$ cat config.mk
export PLATFORM = sky130hd
export DESIGN_NAME = fifo_axis_reader
export DESIGN_NICKNAME = d
export VERILOG_FILES = /design/src/rtl/fifo_axis_reader.sv
export SDC_FILE = /design/constraint.sdc
export NUM_CORES = 2
export LEC_CHECK = 0
export ABC_CLOCK_PERIOD_IN_PS = 45300
export CORE_AREA = 2 2 444 446
export CTS_CLUSTER_SIZE = 30
export DETAILED_ROUTE_END_ITERATION = 6
export DIE_AREA = 0 0 446 448
export MAX_ROUTING_LAYER = met4
export PLACE_DENSITY = 0.51
export SLEW_MARGIN = 10
export SYNTH_ARGS = -nofsm -noshare
export SYNTH_HDL_FRONTEND = slang
export SYNTH_SLANG_ARGS = --single-unit
$ cat constraint.sdc
create_clock -name rd_clk -period 45.3 [get_ports rd_clk]
set_input_delay 9.06 -clock rd_clk [delete_from_list [all_inputs] [get_ports rd_clk]]
set_output_delay 9.06 -clock rd_clk [all_outputs]
set_load 0.02 [all_outputs]
$ cat src/rtl/fifo_axis_reader.sv
// fifo_axis_reader: read-side drainer for an async FIFO.
// Pops words from the FIFO's combinational read port into a two-entry
// head/skid buffer and presents them as an AXI4-Stream master. Words are
// grouped into fixed-length frames (tlast on the final word), and completed
// frames are counted.
module fifo_axis_reader #(
  parameter int DATA_WIDTH  = 512,
  parameter int KEEP_WIDTH  = DATA_WIDTH / 8,
  parameter int FRAME_WORDS = 4,
  parameter int CNT_WIDTH   = 32
) (
  input  logic                  rd_clk,
  input  logic                  rd_rst,
  input  logic                  enable,
  output logic                  fifo_rd_en,
  input  logic [DATA_WIDTH-1:0] fifo_data_out,
  input  logic                  fifo_empty,
  output logic [DATA_WIDTH-1:0] m_axis_tdata,
  output logic [KEEP_WIDTH-1:0] m_axis_tkeep,
  output logic                  m_axis_tvalid,
  input  logic                  m_axis_tready,
  output logic                  m_axis_tlast,
  output logic [CNT_WIDTH-1:0]  frame_count,
  output logic                  busy
);

  // A one-word frame still needs a 1-bit index so the compare stays legal.
  localparam int               IDX_W    = (FRAME_WORDS > 1) ? $clog2(FRAME_WORDS) : 1;
  localparam logic [IDX_W-1:0] LAST_IDX = IDX_W'(FRAME_WORDS - 1);

  logic [1:0]            occ_q, occ_d;
  logic [DATA_WIDTH-1:0] head_data_q, head_data_d;
  logic                  head_last_q, head_last_d;
  logic [DATA_WIDTH-1:0] skid_data_q, skid_data_d;
  logic                  skid_last_q, skid_last_d;
  logic [IDX_W-1:0]      word_idx_q, word_idx_d;
  logic [CNT_WIDTH-1:0]  frame_count_q, frame_count_d;

  logic pop_s;
  logic hs_s;
  logic tvalid_s;
  logic new_last_s;

  // The head entry is the stream output whenever anything is buffered.
  assign tvalid_s   = (occ_q != 2'd0);
  // Pops are refused while held in reset, while empty, or with both entries full.
  assign pop_s      = ~rd_rst & enable & ~fifo_empty & (occ_q < 2'd2);
  assign hs_s       = tvalid_s & m_axis_tready;
  assign new_last_s = (word_idx_q == LAST_IDX);

  assign fifo_rd_en    = pop_s;
  assign m_axis_tdata  = head_data_q;
  assign m_axis_tkeep  = {KEEP_WIDTH{1'b1}};
  assign m_axis_tvalid = tvalid_s;
  assign m_axis_tlast  = head_last_q;
  assign frame_count   = frame_count_q;
  assign busy          = tvalid_s;

  // Head/skid buffer: place popped words and advance on output handshakes.
  always_comb begin
    occ_d       = occ_q;
    head_data_d = head_data_q;
    head_last_d = head_last_q;
    skid_data_d = skid_data_q;
    skid_last_d = skid_last_q;
    case ({pop_s, hs_s})
      2'b10: begin
        if (occ_q == 2'd0) begin
          head_data_d = fifo_data_out;
          head_last_d = new_last_s;
        end else begin
          skid_data_d = fifo_data_out;
          skid_last_d = new_last_s;
        end
        occ_d = occ_q + 2'd1;
      end
      2'b01: begin
        head_data_d = skid_data_q;
        head_last_d = skid_last_q;
        occ_d       = occ_q - 2'd1;
      end
      2'b11: begin
        if (occ_q == 2'd1) begin
          head_data_d = fifo_data_out;
          head_last_d = new_last_s;
        end else begin
          // Full buffer blocks pops; shift anyway so nothing could be dropped.
          head_data_d = skid_data_q;
          head_last_d = skid_last_q;
          skid_data_d = fifo_data_out;
          skid_last_d = new_last_s;
        end
        occ_d = occ_q;
      end
      default: begin
        occ_d = occ_q;
      end
    endcase
  end

  // Frame position advances per popped word, so tlast is fixed at pop time.
  always_comb begin
    if (pop_s) begin
      if (new_last_s) begin
        word_idx_d = {IDX_W{1'b0}};
      end else begin
        word_idx_d = word_idx_q + IDX_W'(1);
      end
    end else begin
      word_idx_d = word_idx_q;
    end
  end

  // A frame completes when its tlast beat is accepted downstream.
  always_comb begin
    if (hs_s && head_last_q) begin
      frame_count_d = frame_count_q + CNT_WIDTH'(1);
    end else begin
      frame_count_d = frame_count_q;
    end
  end

  // State registers; reset discards buffered words and restarts framing.
  always_ff @(posedge rd_clk or posedge rd_rst) begin
    if (rd_rst) begin
      occ_q         <= 2'd0;
      head_data_q   <= {DATA_WIDTH{1'b0}};
      head_last_q   <= 1'b0;
      skid_data_q   <= {DATA_WIDTH{1'b0}};
      skid_last_q   <= 1'b0;
      word_idx_q    <= {IDX_W{1'b0}};
      frame_count_q <= {CNT_WIDTH{1'b0}};
    end else begin
      occ_q         <= occ_d;
      head_data_q   <= head_data_d;
      head_last_q   <= head_last_d;
      skid_data_q   <= skid_data_d;
      skid_last_q   <= skid_last_d;
      word_idx_q    <= word_idx_d;
      frame_count_q <= frame_count_d;
    end
  end

endmodule

Word-level counts from Yosys, hierarchy flattened

Index checks and enable logic that the tools add are counted.

Input bits: 517
Flip-flop bits (word level): 1062
Logic and storage cells: 48
Output and inout port bits: 612

Reductions and logical operators: 8
Muxes and demuxes: 14
Add/subtract/negate cells: 4
$lt $le $gt $ge: 1
Eq/ne operators: 8
Bitwise gates (word level): 6

Operators by type and width:

| operator              | number |
|---|---|
| $mux 512              | 4 |
| $pmux 512 s3          | 1 |
| $pmux 512 s2          | 1 |
| $add 32x1->32 const B | 1 |
| $eq 2x2->1 const B    | 3 |
| $ne 2x2->1 const B    | 3 |
| $reduce_bool 2->1     | 3 |
| $add 2x1->2 const B   | 2 |
| $and 1x1->1           | 4 |
| $eq 2x1->1 const B    | 2 |
| $mux 1                | 4 |
| $pmux 2 s2            | 1 |
| $pmux 1 s3            | 1 |
| $reduce_and 3->1      | 1 |
| $reduce_bool 3->1     | 1 |
| $logic_not 2->1       | 1 |
| $lt 2x2->1 const B    | 1 |
| $mux 2                | 1 |
| $not 1->1             | 2 |
| $pmux 1 s2            | 1 |
| $reduce_and 2->1      | 1 |
| $sub 2x1->2 const B   | 1 |
| $logic_and 1x1->1     | 1 |

Logic depth before layout (Yosys ltp)

Depth in word-level cells: 7
Depth in mapped cells: 12
Mapped depth without buffers: 8

Worst setup path after synthesis

Ideal clock, no wire load.

Kind: input to output
Start: input port fifo_empty
End: output port fifo_rd_en
Data required time: 36.240 ns
Stages on the path: 1
Path buffers: 0
Path slack: 26.545 ns
Data arrival time: 9.695 ns
Path through: nor4b_4

Cells in the longest elaborated chain, start to end: 3

Ends and longest elaborated chain:

| what                      | RTL line | source |
|---|---|---|
| start, declared           | 17       | `input logic fifo_empty,` |
| $not 1->1                 | 47       | `assign pop_s = ~rd_rst & enable & ~fifo_empty & (occ_q < 2'd2);` |
| $and 1x1->1 (2 in series) | 47       |  |
| end, declared             | 15       | `output logic fifo_rd_en,` |

Every way passes these cells.

Final worst setup path

Start: input port rd_rst
End: output port fifo_rd_en

Cells in the longest elaborated chain, start to end: 4

Ends and longest elaborated chain:

| what                      | RTL line | source |
|---|---|---|
| start, declared           | 13       | `input logic rd_rst,` |
| $not 1->1                 | 47       |  |
| $and 1x1->1 (3 in series) | 47       |  |

Every way passes these cells.

==> results.md <==
* Total global routing track utilization at 0.154
* Largest net degree at the start of global routing at 190
* Min Tclk post-route at 20.35 ns
* Final std cells w/o fill at 7201
* First-pass GRT wire length at 224 mm
* Pwr per Cell Area at 70.8 mW/mm^2
* Max Fanout on Critical Path at 8
* Hold crit path type: register to register
* Clock Skew at 0.0286 ns
* Crit path from: rd_rst
* CTS H-tree depth at 4
* Count leader, synth: dfrtp_1
* Max-Slew Margin vs Limit at 0.256
* Fillers at between 15000 and 20000
* Crit path required time at roughly 36 ns
* Post-CTS sizing at 0
* Clock sinks at 1062
* Setup-failing EPs final at 0
* DRC Markers at 0
* Final instance area at between 0.06 and 0.07 mm^2
* Syn Area/Cell at 12.1 um^2
* Synth top area cells: dfrtp_1, mux2_2, a22oi_1
* Final Power at 4.29 mW
* Layout cell share with drive strength beyond 1 at 0.165
* Place WS at 24.93 ns
* Reg-to-Reg Start: occ_q[1]
* Post-synth EDFFs at 0
* Number of global-route vias before repair at 31700
* Pleak at 25.0 nW
* Postcts setup bufs at 0
* Hold Path End: m_axis_tdata[415]
* Cell count after synthesis at 3581
* CTS Hold Bufs at 0
* Setup_tns at 0 ns
* DIE AREA at 0.200 mm^2
* GP Congestion at 0.844
* Post-synth top area cell: dfrtp_1
* Post-synth top cells: dfrtp_1, nand2_1, mux2_2
* Clock slew at reported path FFs at 0.05 ns
* Layout area overhead at 39.4%
* CTS Root Cell: clkbuf_16
* Starting Density at 0.223
* Core ar. at 0.195 mm^2
* Hold Crit Start: m_axis_tdata[415]
* Status: complete, no violations
* Via count at ~32000
* Initial DRT Pass Iterations at 5
* Initial antenna violation count at 42
* # Max-Cap Violations at 0
* Worst Reg-to-Reg Cells at 12
* Routed len/inst at 21.5 um
* Synth async-reset ratio at 1.00
* Synth warnings at 0
* CP Launch Type: input pin
* RSZ-0062 raised after global routing: no
* Port Buffer Count at 1064
* Vias per cell at roughly 4.4
* Top_reg_cell synth: dfrtp_1
* Worst skew pair latency at between 0.7 and 0.8 ns
* Layout net count at 5059
* Fin. Hold Viols at 0
* Total CTS buffers at 131
* PnR worst setup slack at 24.95 ns
* Synth unique cells at 32
* CTS tree: done
* Die Wd at ~450 um
* Worst-Margin Slew at 1.12 ns
* Synthesized area at approximately 0.043 mm^2
* Rows at 162
* Top cell type's share of synthesized area at 0.611
* Inst Count DP at 6943
* R2r endpoint: skid_data_q[273]
* Crit path kind: input pin to output pin
* Iter 0 DRT Violations at 2064
* Slew Limit Fails at 0
* Die Y at approximately 450 um
* Post-route ant nets at 0
* #FFs+latches synth at ~1100
* Fmax at 49.1 MHz
* # IOs at 1129
* VDD IR max at a little under 40 uV
* Dpl cell area at 0.0561 mm^2
* Tcrit/Tclk final at 0.449
* Clock buffer depth at 3
* Worst Setup End Kind: output pin
* Cell count of the worst hold path at 2
* Crit path DAT at 11.29 ns
* Grt total ovfl at 0
* Detail Placement HPWL at ~110 mm
* Post-Route WL at 155 mm
* Sequential area share after synthesis at 0.611
* Worst R2R Setup Slack at 38.36 ns
## cells in the final DEF (no fill, tap or decap), drive strengths merged, types with 4 or more instances in the layout
cell,count
inv,16
conb,64
a22oi,514
ha,8
xor2,4
clkdlybuf4s50,1064
bufinv,10
nand4,17
clkinv,11
diode,29
mux2,516
and3,5
dfrtp,1062
o21ai,515
buf,44
clkbuf,198
nor2,4
xnor2,29
nand2,524
nand3,8
## registers in the layout, summed over array words and instances (netlist names)
signal / count
frame_count: 32
occ_q: 2
word_idx_q: 2
skid_last_q: 1
m_axis_tlast: 1
skid_data_q: 512
m_axis_tdata: 512
## worst max-delay path, stage by stage
cell and delay, ns:
clkdlybuf4s50_1 0.69, nor4b_4 0.78, clkdlybuf4s50_1 0.74
## metrics by stage
stage / util / hold slack, ns
after CTS: 0.311 / 0.481
final: 0.311 / 0.475
after detailed placement: 0.288 / 0.469
after global routing: 0.311 / 0.500
after floorplan: - / 0.473
after global placement: 0.288 / 0.460
## area by class of cell
| type | count | area [um^2] | area share |
|---|---|---|---|
| sequential | 1062 | 26600 | 0.438 |
| antenna | 29 | 72.6 | 0.00120 |
| clock buffer | 198 | 3880 | 0.0641 |
| multi-input combinational | 2225 | 15200 | 0.251 |
| timing repair buffer | 1108 | 11100 | 0.183 |
| inverter | 6 | 30.0 | 0.000495 |
| clock inverter | 31 | 569 | 0.00939 |
| tap | 2542 | 3180 | 0.0525 |
## metal layers
layer	vias up	wire length (um)	GRT usage
met3	227	10000	0.0452
met1	16100	63300	0.183
met2	892	77500	0.250
met4	0	4230	0.0508
li1	14700	-	-
met5	-	0	-
## cells by family (layout without fill, tap and decap cells)
kind of cell,count (synthesis),count (layout),synth area share
adders and majority gates,8,8,0.00230
and+or+nand+nor,573,573,0.0526
buffers and inverters,357,1343,0.0448
DFF,1062,1062,0.611
AOI/OAI and AO/OA,1031,1031,0.149
xor gates and xnor gates,33,33,0.00665
other,1,93,0.0000863
muxes,516,516,0.134
## power breakdown
part           internal [mW]  switching (mW)  total [mW]
Combinational          0.718           0.870        1.59
Clock                  0.653           0.434        1.09
Sequential              1.38           0.231        1.62
Total                   2.75            1.54        4.29
## how the worst max path moves through the flow
stage / endpoint / slack, ns / cells after the start
global placement: fifo_rd_en / 24.91 / 3
finish: fifo_rd_en / 24.95 / 3
detailed placement: fifo_rd_en / 24.93 / 3
CTS: fifo_rd_en / 24.92 / 3
global route: fifo_rd_en / 24.89 / 3
floorplan: frame_count[0] / 6.35 / 1
Power figures use the tool's default switching activity.
